<file path="config.mk">
export PLATFORM = sky130hd
export DESIGN_NAME = spi_bus_arbiter
export DESIGN_NICKNAME = d
export VERILOG_FILES = /design/src/rtl/spi_arb_pkg.sv /design/src/rtl/rr_arbiter3.sv /design/src/rtl/spi_bus_arbiter.sv
export SDC_FILE = /design/constraint.sdc
export NUM_CORES = 1
export LEC_CHECK = 0
export BUFFER_PORTS_ARGS = -buffer_cell sky130_fd_sc_hd__buf_4
export CORE_MARGIN = 2
export CORE_UTILIZATION = 50
export DETAILED_ROUTE_END_ITERATION = 8
export MAX_ROUTING_LAYER = met4
export PLACE_DENSITY = 0.9
export SKIP_LAST_GASP = 1
export SYNTH_ARGS = -nofsm -noshare
export SYNTH_HDL_FRONTEND = slang
export SYNTH_SLANG_ARGS = --single-unit
</file>
<file path="constraint.sdc">
create_clock -name clk -period 2.5 [get_ports clk]
set_input_delay 0.125 -clock clk [delete_from_list [all_inputs] [get_ports clk]]
set_output_delay 0.125 -clock clk [all_outputs]
set_load 0.02 [all_outputs]
</file>
<file path="src/rtl/spi_arb_pkg.sv">
// rtl/spi_arb_pkg.sv - shared types and constants for the SPI bus arbiter
package spi_arb_pkg;

  typedef enum logic [1:0] {
    ST_IDLE,
    ST_START,
    ST_WAIT_DONE,
    ST_GAP
  } arb_state_t;

  localparam int NUM_REQ = 3;

  localparam logic [1:0] REQ_FETCH  = 2'd0;
  localparam logic [1:0] REQ_LS     = 2'd1;
  localparam logic [1:0] REQ_PERIPH = 2'd2;

endpackage

</file>
<file path="src/rtl/rr_arbiter3.sv">
// rtl/rr_arbiter3.sv - combinational three-way round-robin picker
module rr_arbiter3 (
  input  logic [2:0] req,
  input  logic [1:0] last_grant,
  output logic [2:0] gnt
);

  // Search starts at the requester after last_grant and wraps around.
  always_comb begin
    gnt = 3'b000;
    case (last_grant)
      2'd0: begin
        if (req[1])      gnt = 3'b010;
        else if (req[2]) gnt = 3'b100;
        else if (req[0]) gnt = 3'b001;
      end
      2'd1: begin
        if (req[2])      gnt = 3'b100;
        else if (req[0]) gnt = 3'b001;
        else if (req[1]) gnt = 3'b010;
      end
      default: begin
        if (req[0])      gnt = 3'b001;
        else if (req[1]) gnt = 3'b010;
        else if (req[2]) gnt = 3'b100;
      end
    endcase
  end

endmodule

</file>
<file path="src/rtl/spi_bus_arbiter.sv">
// rtl/spi_bus_arbiter.sv - shares one SPI controller between fetch, load/store and peripheral
module spi_bus_arbiter #(
  parameter int ADDR_W         = 16,
  parameter int TIMEOUT_CYCLES = 128
) (
  input  logic              clk,
  input  logic              rst_n,
  input  logic              if_req,
  input  logic [ADDR_W-1:0] if_addr,
  input  logic              ls_req,
  input  logic [ADDR_W-1:0] ls_addr,
  input  logic              ls_write,
  input  logic [31:0]       ls_wdata,
  input  logic [2:0]        ls_num_bytes,
  input  logic              pr_req,
  input  logic [7:0]        pr_tx_byte,
  output logic [2:0]        rsp_valid,
  output logic [31:0]       rsp_data,
  output logic              rsp_err,
  output logic              ctl_start,
  input  logic              ctl_done,
  output logic [ADDR_W-1:0] ctl_addr,
  output logic              ctl_write,
  output logic [31:0]       ctl_wdata,
  output logic [2:0]        ctl_num_bytes,
  output logic              ctl_is_periph,
  output logic [7:0]        ctl_tx_byte,
  input  logic [31:0]       ctl_fetched_value,
  output logic              flash_cs_n,
  output logic              ram_cs_n,
  output logic              periph_cs_n
);
  import spi_arb_pkg::*;

  localparam logic [7:0] TMO_LAST = 8'(TIMEOUT_CYCLES - 1);

  arb_state_t          state, state_next;
  logic [NUM_REQ-1:0]  req;
  logic [NUM_REQ-1:0]  gnt;
  logic [1:0]          grant, last_grant;
  logic [7:0]          tmo_cnt;
  logic                tmo_hit;
  logic [2:0]          cs_n;

  logic [1:0]          win_idx;
  logic [ADDR_W-1:0]   win_addr;
  logic                win_write;
  logic [31:0]         win_wdata;
  logic [2:0]          win_num;
  logic                win_periph;
  logic [7:0]          win_tx;
  logic [2:0]          win_cs_n;

  assign req     = {pr_req, ls_req, if_req};
  assign tmo_hit = (tmo_cnt == TMO_LAST);

  assign flash_cs_n  = cs_n[0];
  assign ram_cs_n    = cs_n[1];
  assign periph_cs_n = cs_n[2];

  rr_arbiter3 u_rr (
    .req        (req),
    .last_grant (last_grant),
    .gnt        (gnt)
  );

  always_comb begin
    win_idx    = REQ_FETCH;
    win_addr   = if_addr;
    win_write  = 1'b0;
    win_wdata  = '0;
    win_num    = 3'd4;
    win_periph = 1'b0;
    win_tx     = '0;
    if (gnt[REQ_LS]) begin
      win_idx   = REQ_LS;
      win_addr  = ls_addr;
      win_write = ls_write;
      win_wdata = ls_wdata;
      win_num   = ls_num_bytes;
    end else if (gnt[REQ_PERIPH]) begin
      win_idx    = REQ_PERIPH;
      win_addr   = '0;
      win_num    = 3'd1;
      win_periph = 1'b1;
      win_tx     = pr_tx_byte;
    end
  end

  // cs_n bit order: {periph, ram, flash}; address MSB picks RAM over flash.
  always_comb begin
    if (win_periph)                win_cs_n = 3'b011;
    else if (win_addr[ADDR_W-1])   win_cs_n = 3'b101;
    else                           win_cs_n = 3'b110;
  end

  always_ff @(posedge clk or negedge rst_n) begin
    if (!rst_n) state <= ST_IDLE;
    else        state <= state_next;
  end

  always_comb begin
    state_next = state;
    case (state)
      ST_IDLE:      if (|gnt) state_next = ST_START;
      ST_START:     state_next = ST_WAIT_DONE;
      ST_WAIT_DONE: if (ctl_done || tmo_hit) state_next = ST_GAP;
      ST_GAP:       state_next = ST_IDLE;
      default:      state_next = ST_IDLE;
    endcase
  end

  always_ff @(posedge clk or negedge rst_n) begin
    if (!rst_n) begin
      grant         <= REQ_FETCH;
      last_grant    <= REQ_PERIPH;
      tmo_cnt       <= '0;
      cs_n          <= 3'b111;
      ctl_start     <= 1'b0;
      ctl_addr      <= '0;
      ctl_write     <= 1'b0;
      ctl_wdata     <= '0;
      ctl_num_bytes <= '0;
      ctl_is_periph <= 1'b0;
      ctl_tx_byte   <= '0;
      rsp_valid     <= '0;
      rsp_data      <= '0;
      rsp_err       <= 1'b0;
    end else begin
      rsp_valid <= '0;
      rsp_err   <= 1'b0;
      case (state)
        ST_IDLE: begin
          if (|gnt) begin
            grant         <= win_idx;
            cs_n          <= win_cs_n;
            ctl_addr      <= win_addr;
            ctl_write     <= win_write;
            ctl_wdata     <= win_wdata;
            ctl_num_bytes <= win_num;
            ctl_is_periph <= win_periph;
            ctl_tx_byte   <= win_tx;
          end
        end
        ST_START: begin
          ctl_start <= 1'b1;
          tmo_cnt   <= '0;
        end
        ST_WAIT_DONE: begin
          // A done arriving on the timeout cycle still counts as success.
          if (ctl_done || tmo_hit) begin
            rsp_data   <= ctl_done ? ctl_fetched_value : 32'd0;
            rsp_err    <= ~ctl_done;
            rsp_valid  <= 3'b001 << grant;
            ctl_start  <= 1'b0;
            cs_n       <= 3'b111;
            last_grant <= grant;
          end else begin
            tmo_cnt <= tmo_cnt + 8'd1;
          end
        end
        default: ;
      endcase
    end
  end

endmodule

</file>
# Yosys cells after proc, flatten, opt, wreduce, memory -nomap -nowiden
# Index checks and enable logic that the tools add are counted.
# Widths: inputs -> output; s select.
# totals
ff_bits,115
inputBits,114
output_inout_bits,101
word_cells,77
# classes
n_addsub,1
eq_ne,8
shifts,1
mux,39
bitwise_logic,1
n_reduce_logical,12
# op_table
op,count
$mux 32,2
$mux 3,14
$mux 16,2
$mux 8,3
$pmux 8 s2,1
$mux 2,6
$pmux 3 s2,2
$reduce_and 2->1,5
$add 8x1->8 const B,1
$eq 8x7->1 const B,1
$pmux 2 s4,1
$mux 1,7
$ne 2x2->1 const B,3
$eq 2x1->1 const B,2
$eq 2x2->1 const B,2
$logic_not 2->1,2
$reduce_bool 2->1,2
$reduce_and 3->1,1
$reduce_or 3->1,1
$shl 1x2->3 const A,1
$pmux 1 s2,1
$logic_or 1x1->1,1
$not 1->1,1

# Depth between registers and ports, before layout
# depth
ltp_word,10
depth_mapped,8
depth_no_buf,6

# Cells and area by module
# Synthesis repeated with hierarchy kept, for this count alone.
# hier_totals
cells_unflattened,426
hier_area_um2,4674.5
# modules_own_cells
module,n_inst,cells_each,area_each_um2,seq_area_each_um2
spi_bus_arbiter,1,419,4623.2,2857.7
rr_arbiter3,1,7,51.3,0.0

# Worst setup path after synthesis
# OpenSTA, ideal clock, no wires.
# synth_path
path_kind,register to register
start,reg tmo_cnt[0]
end,reg tmo_cnt[3]
setup_ns,0.069
t_arrival_ns,1.613
t_required_ns,2.431
setup_slack_ns,0.818
stages_incl_launch_ff,6
path_buffers,0
synth_period_minus_slack_ns,1.682
path_cell_list,dfrtp_1 ha_1 nand4_2 o221ai_1 or4b_1 nand3_1
# synth_via
elab_chain_cells,4
word_cells_on_any_way,7
classes_between,add/sub: 1; eq/ne: 2; mux: 2; reduce/logical: 2
# synth_lines
item,line,source
from (decl),spi_bus_arbiter.sv:41,logic [7:0] tmo_cnt;
from (signal assigned),spi_bus_arbiter.sv:159,tmo_cnt <= tmo_cnt + 8'd1;
"parallel branches: the longest is 4 deep, another holds $add 8x1->8",-,
# Parallel ways; which one is timed is not known. The select of a mux whose other input is x is not followed.
# A chain may end at the register's enable or synchronous reset.

# Final worst setup path
# layout_path
start,reg tmo_cnt[0]
end,reg state[1]
# layout_via
elab_chain_cells,4
# layout_lines
item,line,source
$eq 8x7->1,spi_bus_arbiter.sv:55,assign tmo_hit = (tmo_cnt == TMO_LAST);
$logic_or 1x1->1,spi_bus_arbiter.sv:107,ST_WAIT_DONE: if (ctl_done || tmo_hit) state_next = ST_GAP;
$ne 2x2->1 (no line),-,
$reduce_and 2->1 (no line),-,
to (signal assigned),spi_bus_arbiter.sv:99,else state <= state_next;
to (decl),spi_bus_arbiter.sv:37,"arb_state_t state, state_next;"
# Every way passes these cells.

==> reports/qor.txt <==
Die Area - 9930 µm²
r2r setup slk - 0.08 ns
gr usage total - 0.394
Distinct cells, synth - 49
Mapped Avg Cell Area - 12.7 µm²
Hold Crit Depth - 3
register area share after synthesis - 0.625
path depth of the worst reg2reg path - 5
Critical path buffers and inverters - 0
First-pass DRT Iterations - 5
fin area - 7930 µm²
Synth Net Count - 478
FF-to-FF End - state[1]
fmax - 0.413 GHz
Post-Layout Cell Count - 807
leakage power - 3.93 nW
CP max stage cell - o311ai_2
Post-layout nets - 803
Post-Syn Area - 4580 µm²
Synth Register Bits - 114
CTS max path bufs - 2
Remaining Overflow, GRT - 0
worst min path class - in2reg
Synth Area in Compound Gates - 0.248
Worst setup EP type - register
ys flop type - dfrtp_1
cell family with most CP delay - compound AO/OA/AOI/OAI gates
RSZ-0062 raised after global routing - yes
CTS clock-pin slew for the worst setup and hold paths - 0.06 ns
Hold Path Sink - ctl_addr[15]
Max VDD drop - 0.000702 V
CTS tree - yes
boundary pin count - 215
worst reg2reg startpoint - tmo_cnt[0]
CP peak stage delay - 0.73 ns
largest net degree at the start of global routing - 73
clk root buf - clkbuf_8
routed vias - 4,822
Final ANT Viol Nets - 0
startpoint types - register
top cell type's share of synthesized area - 0.602
Max-cap violations - 0
top cells by area, synth - dfrtp_1 (60%), a22o_1 (14%), a22oi_1 (2.6%), dfstp_2 (2.3%), nand2_1 (2.1%)
global-route wire length before repair - 28,400 µm
H-tree levels - 4
die span in x - 99.7 µm
Post-synth top cells - dfrtp_1 (110), a22o_1 (74), nand2_1 (25)
chip height - 99.7 µm
area leader, netlist - dfrtp_1
CP Cell Sequence - ha_1 -> nand4_2 -> o311ai_2 -> a21boi_2 -> mux2i_1
final worst-path cycle share - 0.968
WL/cell - 23.4 µm
share of layout cells above drive strength 1 - 0.389
initial antenna violation count - 1
clock sinks - 114
DR DRC count - 0
GPL Wtd Cong - 0.846
vias in the first global route - 5,118
met3 WL post-DR - 974 µm
drt via density - 5.98
area of the core - 8810 µm²
main combinational cell family by area after synthesis - compound AO/OA/AOI/OAI gates
M1 wire length - 6500 µm
Num CTS Buffers - 17
outcome - finished clean
initial core utilization - 0.520
highest metal used - met4
CP arrival - 2.81 ns
Cell Pwr Density - 1250 nW/µm²
routed wire length - 18,900 µm
Setup Buffers After CTS - 0
met2 WL post-DR - 10,400 µm
top-count cell post-synth - dfrtp_1
Rel. slew slack - 0.457
I/O Buffers - 214
crit path max fanout - 11
DR iter-0 viols - 248
clock skew - 0.0149 ns
Placement Cell Area - 6270 µm²
insertion delay to the later sink of the worst-skew pair - 0.51 ns
num rows - 34
post-synthesis simple-gate area fraction - 0.0632
Cells after Synth - 359
fraction of registers with async set or reset after synthesis - 1.00
CP Data Required Time - 2.89 ns
worst slew pin tran - 0.812 ns
Synth Area in XOR/XNOR - 0.00191
post-synthesis adder-cell area fraction - 0.0137
Core Util, Final - 0.901
Crit Path Class - reg2reg
Setup Viol. Count Final - 0
post-placement cell count - 664
Synthesis Warnings - 0
hold path startpoint - if_addr[15]
crit path time final - 2.42 ns
Max Slew Vio Count - 0
HPWL after DPL - 9320 µm
area delta synth->final - 73.4%
EDFF count, synth - 0
mux contribution to synthesized area - 0.00711
Final Hold Fails - 0
## sequential cells by signal, summed over array words and instances (netlist names)
signal and count:
ctl_is_periph 1, tmo_cnt 8, ctl_tx_byte 8, ctl_num_bytes 3
ctl_start 1, cs_n 3, rsp_data 32, grant 1
last_grant 2, ctl_write 1, rsp_valid 3, state 2
ctl_addr 16, rsp_err 1, ctl_wdata 32
## what timing repair did
action / CTS / global route
endpoints found under the setup margin: 0 / 14
gates resized for setup: 0 / 2
hold buffers: 109 / 0
hold endpoints to repair: 135 / 0
## metal layers
| layer | track usage | vias up |
|---|---|---|
| li1 | - | 2001 |
| met1 | 0.415 | 2434 |
| met2 | 0.699 | 299 |
| met3 | 0.0710 | 88 |
| met4 | 0.214 | 0 |
| met5 | - | - |
## layout make-up
type | instances | area, µm²
Inverter | 12 | 45.0
Tap cell | 108 | 135
Clock buffer | 18 | 428
Antenna cell | 2 | 5.00
Fill cell | 311 | 872
Clock inverter | 14 | 130
Sequential cell | 114 | 2860
Multi-Input combinational cell | 206 | 1550
Timing Repair Buffer | 333 | 2790
## power by group
part           switching [mW]  internal, mW
Sequential              0.600          2.62
Clock                   0.939          1.36
Combinational            2.45          1.95
Total                    3.99          5.92
## logic make-up (layout without fill, tap and decap cells)
logic type	after synthesis	after routing
and+or+nand+nor	56	56
xor gates and xnor gates	1	1
DFF	114	114
buffers and inverters	39	377
other	0	2
adders and majority gates	5	5
muxes	3	3
AOI/OAI and AO/OA	141	141
## placed cells by master, fill, tap and decap left out, types with 2 or more instances in the layout
cell,Yosys,layout
a31oi_1,2,2
clkbuf_8,0,2
dfrtp_1,110,110
and3_1,2,2
inv_6,0,4
a22o_1,74,74
nand2b_1,5,4
dlygate4sd3_1,0,109
dfstp_2,4,4
a21oi_1,3,3
nor3_2,2,2
clkinv_4,0,4
a22oi_1,16,16
a21o_1,3,3
o21ai_1,18,16
mux2_1,2,2
clkbuf_16,0,16
nand2_1,25,25
diode_2,0,2
nor3b_1,2,2
nor2_1,5,5
clkinvlp_4,0,2
clkinv_2,0,3
buf_4,2,223
nor3_1,2,2
nand3_1,5,5
o21ai_0,5,5
nor2b_1,3,2
ha_1,5,5
inv_1,11,11
o22a_1,3,3
o41ai_1,2,2
o311ai_0,2,2
## worst max path at each step
stage	cells after the start	slack (ns)	to	start
after global placement	6	0.28	rsp_data[28]	tmo_cnt[0]
final	5	0.08	state[1]	tmo_cnt[0]
after CTS	6	0.13	rsp_data[28]	tmo_cnt[0]
after floorplan	5	0.82	tmo_cnt[3]	tmo_cnt[0]
after global routing	6	-0.03	tmo_cnt[6]	state[0]
after detailed placement	6	0.16	rsp_data[28]	tmo_cnt[0]
## through the flow
stage	worst slack, ns	power (mW)	hold WS (ns)	setup TNS, ns
after floorplan	0.818	5.35	-0.171	0
final	0.0798	9.91	0.0277	0
after detailed placement	0.162	7.07	0.149	0
after global placement	0.285	6.88	0.143	0
after global routing	-0.0297	10.3	0.0303	-0.0502
after CTS	0.133	9.56	0.0234	0
## worst min-delay path: stages
cell     delay, ns
buf_4         0.08
a22oi_1       0.11
o21ai_0       0.17
(Power assumes the default switching activity.)
